**config.mk**
```make
export PLATFORM = sky130hd
export DESIGN_NAME = sr_send_data
export DESIGN_NICKNAME = d
export VERILOG_FILES = /design/src/rtl/sr_send_data_pkg.sv /design/src/rtl/sr_send_data.sv
export SDC_FILE = /design/constraint.sdc
export NUM_CORES = 1
export LEC_CHECK = 0
export CORE_MARGIN = 2
export CORE_UTILIZATION = 54
export DETAILED_ROUTE_END_ITERATION = 6
export GPL_TIMING_DRIVEN = 0
export PLACE_DENSITY_LB_ADDON = 0.08
export RECOVER_POWER = 100
export SLEW_MARGIN = 20
export SYNTH_ARGS = -nofsm -noshare
export SYNTH_HDL_FRONTEND = slang
export SYNTH_SLANG_ARGS = --single-unit
```
**constraint.sdc**
```tcl
create_clock -name clk -period 3.6 [get_ports clk]
set_clock_uncertainty 0.15 [all_clocks]
set_input_delay 0.72 -clock clk [delete_from_list [all_inputs] [get_ports clk]]
set_output_delay 0.72 -clock clk [all_outputs]
set_load 0.02 [all_outputs]
```
**src/rtl/sr_send_data_pkg.sv**
```systemverilog
// Shared definitions for the TMIIa shift-register send path.
// Holds the default word and counter widths and the one-hot FSM state
// encoding used by sr_send_data.
package sr_send_data_pkg;

  // TMIIa shift-register word width and counter width (counter is CNT+1 bits)
  localparam int TMII_DATA_WIDTH = 170;
  localparam int TMII_CNT_WIDTH  = 8;

  // One-hot state encoding
  typedef enum logic [3:0] {
    ST_IDLE  = 4'b0001,
    ST_SHIFT = 4'b0010,
    ST_LOAD  = 4'b0100,
    ST_DONE  = 4'b1000
  } state_e;

endpackage

```
**src/rtl/sr_send_data.sv**
```systemverilog
// sr_send_data: upstream serializer for the TMIIa shift-register path.
// On an accepted start the word on din is latched, driven out one bit per
// clk on data_out while sr_clk_en gates the chip shift clock, and then the
// chip load strobe sr_load is pulsed. rx_start marks the first shifted bit
// so a capture stage can read back the chip's old contents in the same pass.
//
// Ports
//   clk        in   control clock, all logic on posedge
//   rst        in   synchronous active-high reset
//   start      in   transfer request, sampled only in IDLE
//   din        in   DATA_WIDTH word, sampled on the accepting cycle
//   data_out   out  serial bit to the chip SR input
//   sr_clk_en  out  high for exactly DATA_WIDTH shift cycles
//   sr_load    out  chip parallel-load strobe (LOAD_PULSE_WIDTH cycles)
//   rx_start   out  one-cycle pulse with the first shifted bit
//   busy       out  high from the cycle after acceptance through DONE
//   done       out  one-cycle completion pulse
//   state_dbg  out  current one-hot FSM state, for observation only
//
// Handshake: start is a level request; it is accepted only while the FSM
// sits in IDLE and is otherwise ignored, never queued. All outputs are
// registered and one cycle behind the state that produced them.
module sr_send_data
  import sr_send_data_pkg::*;
#(
  parameter int DATA_WIDTH       = TMII_DATA_WIDTH,
  parameter int CNT_WIDTH        = TMII_CNT_WIDTH,
  parameter int SHIFT_DIRECTION  = 1,
  parameter int LOAD_PULSE_WIDTH = 2
) (
  input  logic                  clk,
  input  logic                  rst,
  input  logic                  start,
  input  logic [DATA_WIDTH-1:0] din,
  output logic                  data_out,
  output logic                  sr_clk_en,
  output logic                  sr_load,
  output logic                  rx_start,
  output logic                  busy,
  output logic                  done,
  output logic [3:0]            state_dbg
);

  localparam int CW = CNT_WIDTH + 1;
  localparam logic [CW-1:0] LAST_BIT  = CW'(DATA_WIDTH - 1);
  localparam logic [CW-1:0] LOAD_LAST =
    CW'((LOAD_PULSE_WIDTH > 0) ? (LOAD_PULSE_WIDTH - 1) : 0);
  localparam logic [CW-1:0] CNT_ONE   = CW'(1);

  state_e                state_q, state_d;
  logic [CW-1:0]         cnt_q, cnt_d;
  logic [DATA_WIDTH-1:0] shreg_q, shreg_d;
  logic                  data_out_q, data_out_d;
  logic                  sr_clk_en_q, sr_clk_en_d;
  logic                  sr_load_q, sr_load_d;
  logic                  rx_start_q, rx_start_d;
  logic                  busy_q, busy_d;
  logic                  done_q, done_d;

  always_comb begin
    state_d     = state_q;
    cnt_d       = cnt_q;
    shreg_d     = shreg_q;
    // Every output is a per-cycle decode of the current state, so default low
    data_out_d  = 1'b0;
    sr_clk_en_d = 1'b0;
    sr_load_d   = 1'b0;
    rx_start_d  = 1'b0;
    busy_d      = 1'b0;
    done_d      = 1'b0;

    case (state_q)
      ST_IDLE: begin
        if (start) begin
          state_d = ST_SHIFT;
          shreg_d = din;
          cnt_d   = '0;
          busy_d  = 1'b1;
        end
      end

      ST_SHIFT: begin
        busy_d      = 1'b1;
        sr_clk_en_d = 1'b1;
        rx_start_d  = (cnt_q == '0);
        if (SHIFT_DIRECTION != 0) begin
          data_out_d = shreg_q[DATA_WIDTH-1];
          shreg_d    = shreg_q << 1;
        end else begin
          data_out_d = shreg_q[0];
          shreg_d    = shreg_q >> 1;
        end
        if (cnt_q == LAST_BIT) begin
          cnt_d   = '0;
          state_d = (LOAD_PULSE_WIDTH == 0) ? ST_DONE : ST_LOAD;
        end else begin
          cnt_d = cnt_q + CNT_ONE;
        end
      end

      ST_LOAD: begin
        busy_d    = 1'b1;
        sr_load_d = 1'b1;
        if (cnt_q == LOAD_LAST) begin
          cnt_d   = '0;
          state_d = ST_DONE;
        end else begin
          cnt_d = cnt_q + CNT_ONE;
        end
      end

      ST_DONE: begin
        busy_d  = 1'b1;
        done_d  = 1'b1;
        state_d = ST_IDLE;
      end

      default: begin
        // Corrupted one-hot encoding: park in IDLE with a clean datapath
        state_d = ST_IDLE;
        cnt_d   = '0;
        shreg_d = '0;
      end
    endcase
  end

  always_ff @(posedge clk) begin
    if (rst) begin
      state_q     <= ST_IDLE;
      cnt_q       <= '0;
      shreg_q     <= '0;
      data_out_q  <= 1'b0;
      sr_clk_en_q <= 1'b0;
      sr_load_q   <= 1'b0;
      rx_start_q  <= 1'b0;
      busy_q      <= 1'b0;
      done_q      <= 1'b0;
    end else begin
      state_q     <= state_d;
      cnt_q       <= cnt_d;
      shreg_q     <= shreg_d;
      data_out_q  <= data_out_d;
      sr_clk_en_q <= sr_clk_en_d;
      sr_load_q   <= sr_load_d;
      rx_start_q  <= rx_start_d;
      busy_q      <= busy_d;
      done_q      <= done_d;
    end
  end

  assign data_out  = data_out_q;
  assign sr_clk_en = sr_clk_en_q;
  assign sr_load   = sr_load_q;
  assign rx_start  = rx_start_q;
  assign busy      = busy_q;
  assign done      = done_q;
  assign state_dbg = state_q;

endmodule

```
==> results of run 1 <==
==> per-stage QoR <==
step	hold slack (ps)	total power [mW]
floorplan	281	2.95
global placement	296	3.29
detailed placement	308	3.30
CTS	324	5.26
global route	363	5.46
finish	325	5.25
==> report_power, final <==
| part | leakage [nW] | internal (mW) | total, mW | switching, mW |
|---|---|---|---|---|
| logic | 2.04 | 0.432 | 0.877 | 0.445 |
| clock network | 0.313 | 1.19 | 1.98 | 0.786 |
| registers | 1.56 | 2.29 | 2.39 | 0.105 |
| total | 3.91 | 3.91 | 5.25 | 1.34 |
==> final cells by class <==
cell class | instances | area (um2) | share of cell area
clock inverter | 12 | 168 | 0.0162
inverter | 5 | 18.8 | 0.00182
multi-input combinational | 579 | 3470 | 0.336
sequential | 189 | 3780 | 0.366
timing repair buffer | 181 | 1810 | 0.175
antenna | 1 | 2.50 | 0.000242
clock buffer | 19 | 453 | 0.0439
tap | 180 | 225 | 0.0218
buffer | 100 | 394 | 0.0382
==> cells in the mapped netlist <==
cell type / count
ha_1: 3
nor3_2: 1
or3b_2: 1
clkbuf_1: 79
or4b_1: 2
nor4_1: 2
or4b_4: 1
nand3_1: 7
o41ai_1: 1
nand2_1: 6
dfxtp_1: 189
buf_1: 1
nor2b_1: 2
and2_1: 2
mux2i_1: 2
inv_1: 5
o21ai_0: 2
and3_1: 4
xnor2_1: 2
a21o_1: 1
a211oi_1: 1
or2_2: 1
or3_1: 1
a31o_2: 1
o21a_1: 1
a221oi_1: 169
a21oi_1: 5
a22o_1: 4
nand4_1: 1
mux2_2: 1
nor3_1: 172
a31o_4: 1
nor4b_1: 3
nand2b_1: 1
or4_1: 2
nor2_1: 174
a221oi_4: 1
nor3b_1: 1
buf_2: 20
==> cell families (layout without fill, tap and decap cells) <==
group                    after synthesis  after routing  synth area share
AND/OR/NAND/NOR                      384            384             0.229
flip-flops                           189            189             0.492
AO/OA/AOI/OAI                        187            187             0.213
buffers and inverters                105            317            0.0546
adder cells (fa/ha/maj)                3              3           0.00489
multiplexers                           3              3           0.00407
XOR/XNOR                               2              2           0.00228
other                                  0              1                 0
==> how the worst max path moves through the flow <==
stage                     cells after the start          from           end
final                                         8         start   shreg_q[87]
after global routing                          8         start  shreg_q[126]
after CTS                                     8         start  shreg_q[113]
after floorplan                               6  state_dbg[1]      cnt_q[8]
after detailed placement                      8         start  shreg_q[113]
after global placement                        8         start  shreg_q[114]
==> critical path: stages <==
cell	delay, ps
dlygate4sd3_1	590
nor3b_1	200
nor3_1	90
nor3_2	670
clkbuf_1	570
clkbuf_1	400
a221oi_1	100
nor3_1	200
==> registers in the layout, indices dropped and copies added (netlist names) <==
| name | count |
|---|---|
| sr_clk_en | 1 |
| cnt_q | 9 |
| shreg_q | 170 |
| rx_start | 1 |
| data_out | 1 |
| done | 1 |
| busy | 1 |
| sr_load | 1 |
| state_dbg | 4 |
==> cells in the final DEF, fill, tap and decap left out, types with 2 or more instances in the layout <==
master,Yosys,layout
nor4b_1,3,3
bufinv_16,0,4
nor2_1,174,174
a31o_2,1,2
and3_1,4,4
inv_1,5,5
clkdlybuf4s50_1,0,170
or4b_1,2,3
xnor2_1,2,2
clkbuf_16,0,17
a22o_1,4,4
nand2_1,6,6
mux2i_1,2,2
nand3_1,7,7
dfxtp_1,189,189
clkbuf_8,0,2
clkbuf_1,79,84
dlygate4sd3_1,0,11
clkinv_2,0,6
buf_2,20,15
nor2b_1,2,2
nor3_1,172,172
a21oi_1,5,5
o21ai_0,2,2
ha_1,3,3
or4_1,2,2
nor4_1,2,2
a221oi_1,169,169
==> per-layer routing <==
layer | wire, um | vias to the layer above
li1 | - | 3709
met1 | 9360 | 3609
met4 | 373 | 0
met3 | 1400 | 32
met2 | 9720 | 242
met5 | 0 | -
==> impl_metrics.ini, run 1 <==
[outcome]
outcome = finished, final reports clean

[min_path]
hold_path_class = register to register
holdCritStartpoint = shreg_q[0]
hold_depth = 2
hold_end = shreg_q[0]

[placement]
gp_congestion = 0.820
placed_area_um2 = 9720
post-place-ws_ps = 3.60
dp_cells = 1234
dp_hpwl_um = 14200
portBuffers = 181

[route]
drt_wl_total_um = 20900
vias = 7592
wl_per_cell_um = 16.5
drc = 0
ant_nets = 0
drt_iter0_drc = 658
drt_pass1_iterations = 5
viasPerCell = 6.00

[timing]
fin_crit_sh = 0.934
min_period_ps = 3360
maxSlewHeadroom = 0.455
tns_ps = 0
clock.fmax_ghz = 0.297
worst_slack_ps = 237
setup_viol = 0
rsz0062_at_grt = no
report.final.slew_viol_count = 0
tightest_slew_ps = 813
finalHoldViolCount = 0

[cells_and_area]
num-nets-final = 1249
postLayoutCoreUtil = 0.744
final_cell_area_um2 = 10300
fillers = 1087
fin_cells = 1266
drive_gt1_frac = 0.0488
area_growth_syn_to_layout_pct = 34.4

[floorplanning]
coreArea_um2 = 13900
die-area_um2 = 15200
initial_utilization = 0.554
top_level_ports = 183
die_y_um = 123
die_w_um = 123
rows = 43

[clock_tree]
cts_inserted_buffers = 17
clk_latency_ps = 430
cts-root-buf = clkbuf_16
post_cts_resize_count = 0
cts.sink_count = 189
cts_hold_buf = 0
cts_tree = done
clkTransAtPathRegs_ps = 70
cts.path.max_buffers = 2
cts-htree-levels = 4
post-cts-setup-buffers = 0

[critical_path]
worstSetupPathType = primary input to register
cp_data_arrival_time_ps = 3550
critPathMaxFanout = 10
r2r_cells = 8
end_kind = register
r2r-end = shreg_q[87]
required_ps = 3780
reg2reg_from = state_dbg[2]
cp-start-kind = primary input
r2r_slack_ps = 460

[synth]
syn_area_um2 = 7680
yosysTopAreaCellShare = 0.492
synth.distinct_cells = 39
ys_seq_elements = 189
yosys-top-cells-area = dfxtp_1 (49%), a221oi_1 (19%), nor3_1 (11%)
ys_seq_area_frac = 0.492
synth_cells = 873
avgSynthCellArea_um2 = 8.80
yosys_warnings = 0
yosys.area.top_type = dfxtp_1
syn_nets = 1049

[grt]
gr-usage-met3 = 0.0637
antenna_found_initial = 0
grt_pass1_vias = 6817
grt_use_met1 = 0.365
grt_max_degree = 17
grt-busiest-layer = met2
use_met2 = 0.418
grt_pass1_wl_um = 32700
overflow = 0
grt_usage = 0.268

[power_and_ir_drop]
p_per_area_nw_per_um2 = 509
p_leak_nw = 3.91
irDropWorstVdd_v = 0.000381

[job]
maxCapViolCount = 0
Note: power is estimated with default switching activity, not from simulation.
==> inputs of run 2 (changes only) <==
- GPL_ROUTABILITY_DRIVEN: not set -> 1
- REMOVE_ABC_BUFFERS: not set -> 1
==> run 2 against run 1 <==
Die area unchanged. Largest cell class unchanged. Highest routed layer unchanged. Via count fell by 2.8%. Worst hold slack worse by 17 ps.
==> impl_metrics.ini, run 2 (same netlist as run 1, synthesis figures left out) <==
[cells_and_area]
num-nets-final = 1201
fillers = 1039
final_cell_area_um2 = 10300
seqCellArea_um2 = 3780
layout_commonest_cell = dfxtp_1
multiInputGateArea_um2 = 3480
largest_reg_flops = 170
area_growth_syn_to_layout_pct = 34.5
fin_cells = 1218
largest_register = shreg_q
antenna_cells = 0
final_cell_mix = dfxtp_1 (189), nor2_1 (174), nor3_1 (172)
postLayoutCoreUtil = 0.744
drive_gt1_frac = 0.0819

[critical_path]
slowest_stage = nor4b_2
cp_num_buf_inv = 5
cp_data_arrival_time_ps = 3350
cp_common_cell = buf_2
required_ps = 3800
critPathTopFamily = buffers and inverters
critPathMaxStageDelay_ps = 710
cp-start-kind = register
r2r_slack_ps = 450
end_kind = register
worstSetupPathType = register to register
crit_chain = nor4b_2, clkbuf_1, buf_2, buf_2, buf_2, buf_2, a221oi_1, nor3_1
critPathMaxFanout = 11

[power_and_ir_drop]
p_leak_nw = 3.98
irDropWorstVdd_v = 0.000470
p_per_area_nw_per_um2 = 499

[clock_tree]
cts_tree = done
post-cts-setup-buffers = 0
clk_latency_ps = 430
cts.sink_count = 189
post_cts_resize_count = 0
cts_hold_buf = 0
cts-root-buf = clkbuf_16
cts.path.max_buffers = 2
cts-htree-levels = 4
cts_inserted_buffers = 17
clkTransAtPathRegs_ps = 70

[floorplanning]
top_level_ports = 183
rows = 43
die_y_um = 123
coreArea_um2 = 13900
die-area_um2 = 15200
die_w_um = 123
initial_utilization = 0.554

[placement]
post-place-ws_ps = 408
placed_area_um2 = 9780
gp_congestion = 0.760
dp_cells = 1186
portBuffers = 182
dp_hpwl_um = 13600

[route]
drc = 0
drt_pass1_iterations = 5
vias = 7380
ant_nets = 0
drt_wl_total_um = 19700
wl_per_cell_um = 16.2
viasPerCell = 6.06
drt_iter0_drc = 600

[grt]
grt_max_degree = 132
antenna_found_initial = 0
grt_pass1_wl_um = 32300
overflow = 0
grt_pass1_vias = 6763
grt_usage = 0.263

[timing]
tns_ps = 0
fin_crit_sh = 0.876
setup_viol = 0
rsz0062_at_grt = no
maxSlewHeadroom = 0.428
clock.fmax_ghz = 0.317
worst_slack_ps = 446
finalHoldViolCount = 0
tightest_slew_ps = 858
report.final.slew_viol_count = 0
min_period_ps = 3150

[job]
maxCapViolCount = 0

[outcome]
outcome = finished, final reports clean

[min_path]
hold_path_class = register to register
-- run 2: layer usage --
metal	share of wire	vias up	GRT usage
li1	-	3617	-
met1	0.44	3474	0.340
met2	0.46	256	0.417
met3	0.076	33	0.0706
met4	0.025	0	0.104
met5	0	-	0
-- run 2: cell type report --
cell class,count,area share
clock inverter,12,0.0134
tap,180,0.0218
multi-input combinational,579,0.337
timing repair buffer,233,0.215
inverter,5,0.00182
clock buffer,20,0.0452
sequential,189,0.366
-- run 2: power by group --
part | switching, mW | internal (mW) | total [mW]
clock | 0.803 | 1.08 | 1.88
sequential | 0.108 | 2.29 | 2.40
combinational | 0.425 | 0.454 | 0.878
total | 1.34 | 3.82 | 5.16
-- run 2: metrics by stage --
stage | total power, mW | hold WS [ps]
6_report | 5.16 | 308
5_1_grt | 5.40 | 347
4_1_cts | 5.21 | 310
3_5_place_dp | 3.32 | 302
3_3_place_gp | 3.36 | 289
2_1_floorplan | 2.99 | 276
-- run 2: worst paths after layout --
path	start	to	cells after the start
worst max register to register	state_dbg[0]	shreg_q[37]	8
worst min-delay path	shreg_q[0]	shreg_q[0]	2
worst max-delay path	state_dbg[0]	shreg_q[37]	8
worst min register to register	shreg_q[0]	shreg_q[0]	2
-- run 2: worst register-to-register path: cells and delay by family, from the launching register on --
| family | cells | cell delay [ps] |
|---|---|---|
| AO/OA/AOI/OAI | 1 | 110 |
| buffers and inverters | 5 | 1420 |
| flip-flops | 1 | 490 |
| AND/OR/NAND/NOR | 2 | 890 |
